--- config.mk ---
export PLATFORM = sky130hd
export DESIGN_NAME = muldiv_sequencer
export DESIGN_NICKNAME = d
export VERILOG_FILES = /design/src/rtl/muldiv_pkg.sv /design/src/rtl/muldiv_step.sv /design/src/rtl/muldiv_sequencer.sv
export SDC_FILE = /design/constraint.sdc
export NUM_CORES = 1
export LEC_CHECK = 0
export BUFFER_PORTS_ARGS = -buffer_cell sky130_fd_sc_hd__buf_2
export CORE_MARGIN = 2
export CORE_UTILIZATION = 40
export CTS_BUF_LIST = sky130_fd_sc_hd__clkbuf_16
export CTS_CLUSTER_DIAMETER = 150
export DETAILED_ROUTE_END_ITERATION = 12
export GPL_TIMING_DRIVEN = 0
export PLACE_DENSITY = 0.63
export SETUP_SLACK_MARGIN = 0.2
export SYNTH_ARGS = -nofsm -noshare
export SYNTH_HDL_FRONTEND = slang
export SYNTH_SLANG_ARGS = --single-unit
--- constraint.sdc ---
create_clock -name clk -period 6.1 [get_ports clk]
set_clock_uncertainty 0.1 [all_clocks]
set_input_delay 0.61 -clock clk [delete_from_list [all_inputs] [get_ports clk]]
set_output_delay 0.61 -clock clk [all_outputs]
set_load 0.01 [all_outputs]
--- src/rtl/muldiv_pkg.sv ---
// Shared types and decode helpers for the RV32M multiply/divide sequencer.
package muldiv_pkg;

  typedef enum logic [1:0] {IDLE, CALC, DONE} muldiv_state_t;

  typedef enum logic [2:0] {
    F3_MUL    = 3'b000,
    F3_MULH   = 3'b001,
    F3_MULHSU = 3'b010,
    F3_MULHU  = 3'b011,
    F3_DIV    = 3'b100,
    F3_DIVU   = 3'b101,
    F3_REM    = 3'b110,
    F3_REMU   = 3'b111
  } muldiv_op_t;

  localparam logic [6:0] FUNCT7_MULDIV = 7'b0000001;

  function automatic logic is_div(input logic [2:0] f3);
    return f3[2];
  endfunction

  // MULH, MULHSU, MULHU return the upper half of the product
  function automatic logic is_high(input logic [2:0] f3);
    return !f3[2] && (f3 != 3'b000);
  endfunction

  function automatic logic is_rem(input logic [2:0] f3);
    return f3[2] && f3[1];
  endfunction

  // rs1 is signed for MUL, MULH, MULHSU, DIV, REM
  function automatic logic signed_a(input logic [2:0] f3);
    return (f3 == 3'b000) || (f3 == 3'b001) || (f3 == 3'b010) ||
           (f3 == 3'b100) || (f3 == 3'b110);
  endfunction

  // rs2 is signed for MUL, MULH, DIV, REM
  function automatic logic signed_b(input logic [2:0] f3);
    return (f3 == 3'b000) || (f3 == 3'b001) || (f3 == 3'b100) || (f3 == 3'b110);
  endfunction

endpackage

--- src/rtl/muldiv_step.sv ---
// One radix-2 iteration of unsigned shift-add multiply or restoring divide.
// The accumulator is shared: multiply uses it as {partial product, multiplier};
// divide packs it as {remainder, quotient/dividend}.
module muldiv_step #(
  parameter int XLEN = 32
) (
  input  logic              div_mode,
  input  logic [2*XLEN-1:0] acc_in,
  input  logic [XLEN-1:0]   op_b,
  output logic [2*XLEN-1:0] acc_out
);

  logic [XLEN:0]   sum;
  logic [XLEN:0]   shifted;
  logic            ge;
  logic [XLEN-1:0] rem_next;

  // Single iteration datapath for both operation classes
  always_comb begin
    sum      = {1'b0, acc_in[2*XLEN-1:XLEN]} + (acc_in[0] ? {1'b0, op_b} : '0);
    shifted  = {acc_in[2*XLEN-1:XLEN], acc_in[XLEN-1]};
    ge       = (shifted >= {1'b0, op_b});
    rem_next = ge ? XLEN'(shifted - {1'b0, op_b}) : shifted[XLEN-1:0];
    if (div_mode) begin
      acc_out = {rem_next, acc_in[XLEN-2:0], ge};
    end else begin
      acc_out = {sum, acc_in[XLEN-1:1]};
    end
  end

endmodule

--- src/rtl/muldiv_sequencer.sv ---
// Multi-cycle RV32M multiply/divide sequencer for the EX stage.
module muldiv_sequencer
  import muldiv_pkg::*;
#(
  parameter int XLEN = 32
) (
  input  logic            clk,
  input  logic            reset,
  input  logic            req_valid,
  input  logic [2:0]      funct3,
  input  logic [XLEN-1:0] rs1,
  input  logic [XLEN-1:0] rs2,
  input  logic            flush,
  output logic            stall,
  output logic            busy,
  output logic            result_valid,
  output logic [XLEN-1:0] result
);

  localparam int CNT_W = $clog2(XLEN);
  localparam logic [XLEN-1:0] XMIN = {1'b1, {(XLEN-1){1'b0}}};

  muldiv_state_t     state, next_state;
  muldiv_op_t        op;
  logic [2*XLEN-1:0] acc;
  logic [2*XLEN-1:0] step_out;
  logic [XLEN-1:0]   opb;
  logic              res_neg;
  logic [CNT_W-1:0]  cnt;

  logic              a_sgn, b_sgn, neg_req, div_zero, div_ovf, special;
  logic [XLEN-1:0]   abs_a, abs_b, spec_res;
  logic [2*XLEN-1:0] prod;
  logic [XLEN-1:0]   div_part, final_res;

  muldiv_step #(.XLEN(XLEN)) u_step (
    .div_mode (is_div(op)),
    .acc_in   (acc),
    .op_b     (opb),
    .acc_out  (step_out)
  );

  // Request decode: operand magnitudes, result sign and divide special cases
  always_comb begin
    a_sgn    = signed_a(funct3) & rs1[XLEN-1];
    b_sgn    = signed_b(funct3) & rs2[XLEN-1];
    abs_a    = a_sgn ? -rs1 : rs1;
    abs_b    = b_sgn ? -rs2 : rs2;
    neg_req  = is_rem(funct3) ? a_sgn : (a_sgn ^ b_sgn);
    div_zero = (rs2 == '0);
    div_ovf  = signed_a(funct3) && (rs1 == XMIN) && (rs2 == '1);
    special  = is_div(funct3) && (div_zero || div_ovf);
    if (is_rem(funct3)) begin
      spec_res = div_zero ? rs1 : '0;
    end else begin
      spec_res = div_zero ? '1 : XMIN;
    end
  end

  // Final result selection with sign correction, taken from the last iteration
  always_comb begin
    prod      = res_neg ? -step_out : step_out;
    div_part  = is_rem(op) ? step_out[2*XLEN-1:XLEN] : step_out[XLEN-1:0];
    final_res = res_neg ? -div_part : div_part;
    if (!is_div(op)) begin
      final_res = is_high(op) ? prod[2*XLEN-1:XLEN] : prod[XLEN-1:0];
    end
  end

  // Next-state and stall logic
  always_comb begin
    next_state = state;
    stall      = 1'b0;
    case (state)
      IDLE: begin
        if (req_valid && !flush) begin
          stall      = 1'b1;
          next_state = special ? DONE : CALC;
        end
      end
      CALC: begin
        stall = 1'b1;
        if (flush) begin
          next_state = IDLE;
        end else if (cnt == '0) begin
          next_state = DONE;
        end
      end
      DONE:    next_state = IDLE;
      default: next_state = IDLE;
    endcase
  end

  // State register
  always_ff @(posedge clk) begin
    if (reset) begin
      state <= IDLE;
    end else begin
      state <= next_state;
    end
  end

  // Operand latch, iteration and result registers
  always_ff @(posedge clk) begin
    if (reset) begin
      op           <= F3_MUL;
      acc          <= '0;
      opb          <= '0;
      res_neg      <= 1'b0;
      cnt          <= '0;
      busy         <= 1'b0;
      result_valid <= 1'b0;
      result       <= '0;
    end else begin
      busy         <= (next_state != IDLE);
      result_valid <= 1'b0;
      case (state)
        IDLE: begin
          if (req_valid && !flush) begin
            op      <= muldiv_op_t'(funct3);
            res_neg <= neg_req;
            cnt     <= CNT_W'(XLEN-1);
            if (special) begin
              result       <= spec_res;
              result_valid <= 1'b1;
            end else if (is_div(funct3)) begin
              acc <= {{XLEN{1'b0}}, abs_a};
              opb <= abs_b;
            end else begin
              acc <= {{XLEN{1'b0}}, abs_b};
              opb <= abs_a;
            end
          end
        end
        CALC: begin
          if (!flush) begin
            acc <= step_out;
            cnt <= cnt - 1'b1;
            if (cnt == '0) begin
              result       <= final_res;
              result_valid <= 1'b1;
            end
          end
        end
        default: ;
      endcase
    end
  end

endmodule

==> impl_results.md, run 1 <==
- Initial DRC Count: 2775
- Status: finished clean
- Routed wire per std cell: 32.3 um
- VDD IR-drop max: 212 uV
- Reg clk slew, reported paths: 0.07 ns
- Die Y: 214 um
- Footprint of the multi-input gates: 13900 um^2
- Root Buffer: clkbuf_16
- Core area: 43300 um^2
- Number of flops mapped to enable cells by yosys: 0
- Clk_lat worst skew: 0.50 ns
- Seq. cell area: 2830 um^2
- FF-to-FF path depth: 14
- Dominant synthesized flop cell: dfxtp_1
- Max Cap Viol: 0
- P per Cell Area: 199 nW/um^2
- Syn. warnings: 0
- Number of global-route vias before repair: 20.4k
- Final setup violation count: 0
- Hold Crit Depth: 3
- Drt drc: 0
- First-pass GRT wire length: 148000 um
- DRT Pass-1 Iters: 6
- Sinks on Clock Net: 141
- Syn_nets: 2704
- Period utilization: 97.4%
- Gr ovfl total: 0
- Vias per cell: 6.76
- CP required: 6.38 ns
- Nets: 2833
- CTS Hold Bufs: 0
- Placer congestion estimate: 1.07
- Fmax: 168 MHz
- Total global-route track usage: 45.9%
- # IOs: 106
- Largest net degree at the start of global routing: 20
- Initial Util: 40.7%
- Synth cell types: 99
- Setup TNS: 0 ns
- Worst setup path category: reg2reg
- Actual slew at the worst max-slew pin: 1.31 ns
- Worst-path maximum fanout: 10
- Yosys reg bits: 141
- HP Class: in2reg
- H-tree depth: 4
- Placed Cells: 3252
- CP peak stage delay: 0.79 ns
- Num CTS Buffers: 17
- CP arrival: 6.22 ns
- Final max-slew violation count: 0
- RSZ-0062 raised after global routing: yes
- CP cell instances: buf_2, buf_6, buf_6, buf_6, buf_2, buf_2, buf_2, buf_1, buf_2, buf_1, buf_1, a21oi_1, o221ai_1, nand2_1
- Final cell count without fillers: 3292
- Post-Syn Area per Cell: 6.87 um^2
- Total leakage power: 7.61 nW
- CP endpoint kind: register
- Final hold vios: 0
- # fillers: 4620
- Max Buffers Root-to-Sink: 2
- Syn-to-layout area delta: 11.7%
- PortBufs: 105
- FFs w/ async S/R, synth: 0%
- Register area share after synthesis: 16.0%
- Post-detail-place hpwl: 87200 um
- Total number of vias: 22.3k
- Antenna viol nets, final: 0
- Initial antenna violation count: 3
- Min Tclk post-route: 5.94 ns
- Fin util: 45.4%
- FP Rows: 76
- Routed WL: 106000 um
- Mapped Cells: 2561
- Die Width: 214 um
- Post-Syn Area: 17600 um^2
- CP dominant cell by count: buf_2
- Slew headroom: 10.4%
- TritonCTS clock tree: done
- Die area: 45700 um^2
- Layout cells sized above 1: 10.5%
- Hold slack final: 0.314 ns
- Slowest stage cell, crit path: buf_1
- Startpoint Class: register
## Yosys cell counts (all sizes together), types with 13 or more instances
library cell	instances	area share, %
ha	70	5.0
o31ai	34	1.5
buf	66	2.2
o21ai	202	5.7
a31oi	45	1.6
or4	18	0.77
and2	54	1.9
o221ai	22	1.1
clkbuf	103	2.2
nand2	313	6.7
xor2	66	3.3
nor3	102	2.9
a221oi	21	1.1
or3	23	0.82
a21oi	198	5.6
mux2i	88	5.0
nand2b	18	0.64
nand4	51	1.9
a22oi	39	1.7
a21o	27	1.2
nor4	23	1.1
a211oi	45	2.0
mux2	13	0.85
o211ai	64	2.7
nor2	266	5.7
a21boi	13	0.55
nand3	67	1.9
dfxtp	141	16
inv	71	1.5
nor2b	14	0.50
xnor2	74	3.7
o21a	22	0.94
o21bai	13	0.55
## registers in the layout, indices dropped and copies added (netlist names)
name          cells
result           32
cnt               5
result_valid      1
res_neg           1
op                3
opb              32
state             2
acc              64
busy              1
## cells by family (layout without fill, tap and decap cells)
group | after synthesis | count (layout) | synth area share, %
other | 0 | 4 | 0
AO/OA/AOI/OAI | 846 | 846 | 31.7
multiplexers | 101 | 101 | 5.86
buffers and inverters | 242 | 384 | 5.94
XOR/XNOR | 140 | 140 | 6.97
flip-flops | 141 | 141 | 16.0
AND/OR/NAND/NOR | 1019 | 1019 | 28.3
adder cells (fa/ha/maj) | 72 | 72 | 5.20
## timing repair
action                     CTS  global route
pin swaps                    1             2
buffers inserted             2             3
hold endpoints to repair     0             0
gates resized for setup     12            22
setup endpoints to repair   21            20
## stage by stage
stage / setup slack [ns] / power [mW] / area [um^2]
6_report: 0.158 / 3.92 / 19700
5_1_grt: 0.104 / 4.02 / 19600
4_1_cts: 0.213 / 3.81 / 19500
3_5_place_dp: -0.510 / 2.71 / 18900
3_3_place_gp: -0.547 / 2.71 / 18900
2_1_floorplan: 1.44 / 2.04 / 17600
## power breakdown
group / total (mW) / switching [mW] / internal (mW)
combinational: 1.77 / 1.27 / 0.509
sequential: 1.04 / 0.0752 / 0.961
clock: 1.11 / 0.553 / 0.556
## layer usage
metal | GRT usage (%) | routed length, um | vias up
met1 | 55.8 | 40500 | 10600
met5 | 0 | 0 | -
met2 | 67.9 | 44400 | 1473
met3 | 16.4 | 13300 | 376
li1 | - | - | 9782
met4 | 31.1 | 8110 | 0
## area by class of cell
| cell class | instances | area share, % |
|---|---|---|
| Sequential cell | 141 | 14.4 |
| Antenna cell | 4 | 0.0509 |
| Inverter | 73 | 1.39 |
| Timing Repair Buffer | 111 | 2.89 |
| Tap cell | 585 | 3.72 |
| Clock inverter | 15 | 0.949 |
| Multi-Input combinational cell | 2178 | 70.5 |
| Buffer | 168 | 3.92 |
| Clock buffer | 17 | 2.16 |
## critical path: cells and delay by family, from the launching register on
family          cells  cell delay (ns)
compound gates      2             0.48
buf+inv            11             4.74
flops               1             0.38
simple gates        1             0.08
## cells in the final DEF (no fill, tap or decap), drive strengths merged, types with 18 or more instances in the layout
cell	n
a211oi	45
clkbuf	120
and2	54
nand4	51
or4	18
nor4	23
o21a	22
nand2b	18
a21o	27
nand3	67
nor3	102
a221oi	21
mux2i	88
nand2	313
o31ai	34
a21oi	198
a31oi	45
o211ai	64
or3	23
o221ai	22
o21ai	202
xor2	66
dfxtp	141
xnor2	74
ha	70
inv	79
buf	176
a22oi	39
nor2	266
## path summary, 6_finish.rpt
check,start,end,slack (ns)
worst max-delay path,op[2],result[4],0.16
worst min-delay path,funct3[0],op[0],0.31
worst max register to register,op[2],result[4],0.16
worst min register to register,result[9],result[9],0.34
Note: power is estimated with default switching activity, not from simulation.
==> run 2: changes to the inputs <==
--- a/config.mk
+++ b/config.mk
@@ -6,7 +6,7 @@
 export NUM_CORES = 1
 export LEC_CHECK = 0
 export BUFFER_PORTS_ARGS = -buffer_cell sky130_fd_sc_hd__buf_2
-export CORE_MARGIN = 2
+export CORE_MARGIN = 5
 export CORE_UTILIZATION = 40
 export CTS_BUF_LIST = sky130_fd_sc_hd__clkbuf_16
 export CTS_CLUSTER_DIAMETER = 150
==> run 2 against run 1 <==
Effect of this change: non-clock buffer count increased by 2; largest cell class unchanged; worst setup slack got worse by 0.048 ns; flip-flop and latch count unchanged; clock power is essentially flat; first-iteration DRC count grew 7.1%; final cell count unchanged; clock-buffer cell count is the same; cell area barely moved; critical path depth rose by 1.
==> impl_results.md, run 2 (synthesis gave the netlist of run 1 again) <==
- Status: finished clean (unchanged)
- Initial DRC Count: 2973 (was 2775)
- Gr ovfl total: 0 (unchanged)
- PortBufs: 105 (unchanged)
- DP Area: 18900 um^2 (about the same)
- CP arrival: 6.22 ns (about the same)
- Total leakage power: 7.64 nW (was 7.61 nW)
- Antenna viol nets, final: 0 (unchanged)
- Nets: 2835 (was 2833)
- Drt drc: 0 (unchanged)
- Final cell count without fillers: 3292 (unchanged)
- Min Tclk post-route: 5.99 ns (was 5.94 ns)
- Slowest stage cell, crit path: buf_1 (unchanged)
- Sw frac: 48.4% (was 48.3%)
- Routed wire per std cell: 32.1 um (was 32.3 um)
- Final instance area: 19600 um^2 (was 19700 um^2)
- Final setup violation count: 0 (unchanged)
- Vias per cell: 6.77 (was 6.76)
- Placer congestion estimate: 1.08 (was 1.07)
- Total number of vias: 22.3k (about the same)
- H-tree depth: 4 (unchanged)
- Final hold vios: 0 (unchanged)
- CP top delay family: buffers and inverters (unchanged)
- CP endpoint kind: register (unchanged)
- Post-detail-place hpwl: 87100 um (was 87200 um)
- Number of global-route vias before repair: 20.6k (was 20.4k)
- Clk network pwr share: 29.0% (was 28.3%)
- CP dominant cell by count: buf_2 (unchanged)
- Worst-path maximum fanout: 10 (unchanged)
- Layout cells sized above 1: 10.5% (about the same)
- CP required: 6.33 ns (was 6.38 ns)
- P per Cell Area: 201 nW/um^2 (was 199 nW/um^2)
- Syn-to-layout area delta: 11.6% (was 11.7%)
- Reg clk slew, reported paths: 0.07 ns (about the same)
- CTS Hold Bufs: 0 (unchanged)
- FP Rows: 76 (unchanged)
- Die Y: 220 um (was 214 um)
- HP Class: in2reg (unchanged)
- # IOs: 106 (unchanged)
- RSZ-0062 raised after global routing: no (was yes)
- TritonCTS clock tree: done (unchanged)
- Startpoint Class: register (unchanged)
- Top Registers: acc x64, opb x32, result x32 (unchanged)
- First-pass GRT wire length: 147000 um (was 148000 um)
- Clk_lat worst skew: 0.50 ns (about the same)
- DRT Pass-1 Iters: 7 (was 6)
- Most used cells in the layout excluding fill and tap cells: nand2_1, nor2_1, a21oi_1 (unchanged)
- Seq pwr share: 26.3% (was 26.4%)
- Num CTS Buffers: 17 (unchanged)
- Placed Cells: 3253 (was 3252)
- Fmax: 167 MHz (was 168 MHz)
- Core area: 43300 um^2 (unchanged)
- Commonest non-fill, non-tap cell in the layout: nand2_1 (unchanged)
- CP peak stage delay: 0.77 ns (was 0.79 ns)
- Total global-route track usage: 42.1% (was 45.9%)
- Initial antenna violation count: 3 (unchanged)
- Largest net degree at the start of global routing: 20 (unchanged)
- Sinks on Clock Net: 141 (unchanged)
- Period utilization: 98.2% (was 97.4%)
- Reg-to-reg setup timing slack: 0.11 ns (was 0.16 ns)
- Switch Pwr: 1.91 mW (was 1.89 mW)
- Initial Util: 40.7% (unchanged)
- Comb pwr share: 44.7% (was 45.3%)
- Die area: 48300 um^2 (was 45700 um^2)
- Root Buffer: clkbuf_16 (unchanged)
- Final max-slew violation count: 0 (unchanged)
- Crit path buf inv count: 8 (was 11)
- Max Cap Viol: 0 (unchanged)
- Max FFs per register: 64 (unchanged)
- Largest Register: acc (unchanged)
- Worst setup path category: reg2reg (unchanged)
- Cell internal pwr: 2.04 mW (was 2.03 mW)
- Die Width: 220 um (was 214 um)
- VDD IR-drop max: 223 uV (was 212 uV)
- Routed WL: 106000 um (about the same)
- Max Buffers Root-to-Sink: 2 (unchanged)
- Slew headroom: 4.15% (was 10.4%)
- Actual slew at the worst max-slew pin: 1.40 ns (was 1.31 ns)
- CP cell instances: buf_2, buf_6, buf_6, buf_6, buf_2, buf_2, buf_2, buf_1, mux2i_1, nand2_1, o31ai_1, xor2_1, a221oi_1, a2bb2oi_1, nor2_1 (was buf_2, buf_6, buf_6, buf_6, buf_2, buf_2, buf_2, buf_1, buf_2, buf_1, buf_1, a21oi_1, o221ai_1, nand2_1)
-- run 2: cell types whose count changed in the layout (fill, tap and decap cells not counted), moves of 2 or more --
cell	before	now
clkinvlp_4	2	0
diode_2	4	2
nor3_2	1	3
nor3b_2	1	3
nor3b_4	2	0
o21ai_0	186	184
-- run 2: worst reg2reg max path, cell delays in order, from the launching register on --
cell,delay (ns)
dfxtp_1,0.38
buf_2,0.29
buf_6,0.21
buf_6,0.17
buf_6,0.19
buf_2,0.30
buf_2,0.45
buf_2,0.47
buf_1,0.78
mux2i_1,0.77
nand2_1,0.13
o31ai_1,0.31
xor2_1,0.34
a221oi_1,0.65
a2bb2oi_1,0.23
nor2_1,0.05
-- run 2: cell type report --
class | instances | area, um^2
sequential | 141 | 2840
timing repair buffer | 113 | 586
fill | 4563 | 23600
buffer | 168 | 769
antenna | 2 | 5.00
multi-input combinational | 2178 | 13800
tap | 585 | 732
inverter | 73 | 274
clock inverter | 15 | 204
clock buffer | 17 | 425
-- run 2: worst paths after layout --
kind | from | to | cells after the start
max reg2reg | op[2] | result[3] | 15
min | funct3[0] | op[0] | 3
min reg2reg | result[9] | result[9] | 2
max | op[2] | result[3] | 15
-- run 2: metrics by stage --
| step | power (mW) | TNS, ns | setup WS [ns] | hold slack [ns] | utilization, % |
|---|---|---|---|---|---|
| global route | 4.04 | 0 | 0.207 | 0.359 | 45.4 |
| global placement | 2.70 | -1.23 | -0.371 | 0.330 | 43.6 |
| finish | 3.94 | 0 | 0.110 | 0.315 | 45.4 |
| floorplan | 2.04 | 0 | 1.44 | 0.340 | - |
| CTS | 3.85 | 0 | 0.265 | 0.301 | 45.3 |
| detailed placement | 2.71 | -1.06 | -0.263 | 0.334 | 43.6 |
-- run 2: repair_timing --
item	4_1_cts	5_1_grt
pin swaps	0	2
setup buffers	4	2
gates resized for setup	10	19
setup endpoints to repair	19	18
-- run 2: per-layer routing --
layer,routed length [um],global-route usage [%]
met4,7220,24.3
met5,22,0
met2,44400,62.7
met3,13600,13.8
met1,40400,53.2
-- run 2: power by group through the flow --
stage | combinational, mW | sequential, mW | clock [mW]
after floorplan | 1.02 | 1.01 | 0
after global placement | 1.65 | 1.05 | 0
after detailed placement | 1.66 | 1.05 | 0
after CTS | 1.68 | 1.03 | 1.14
after global routing | 1.82 | 1.04 | 1.18
final | 1.76 | 1.04 | 1.14
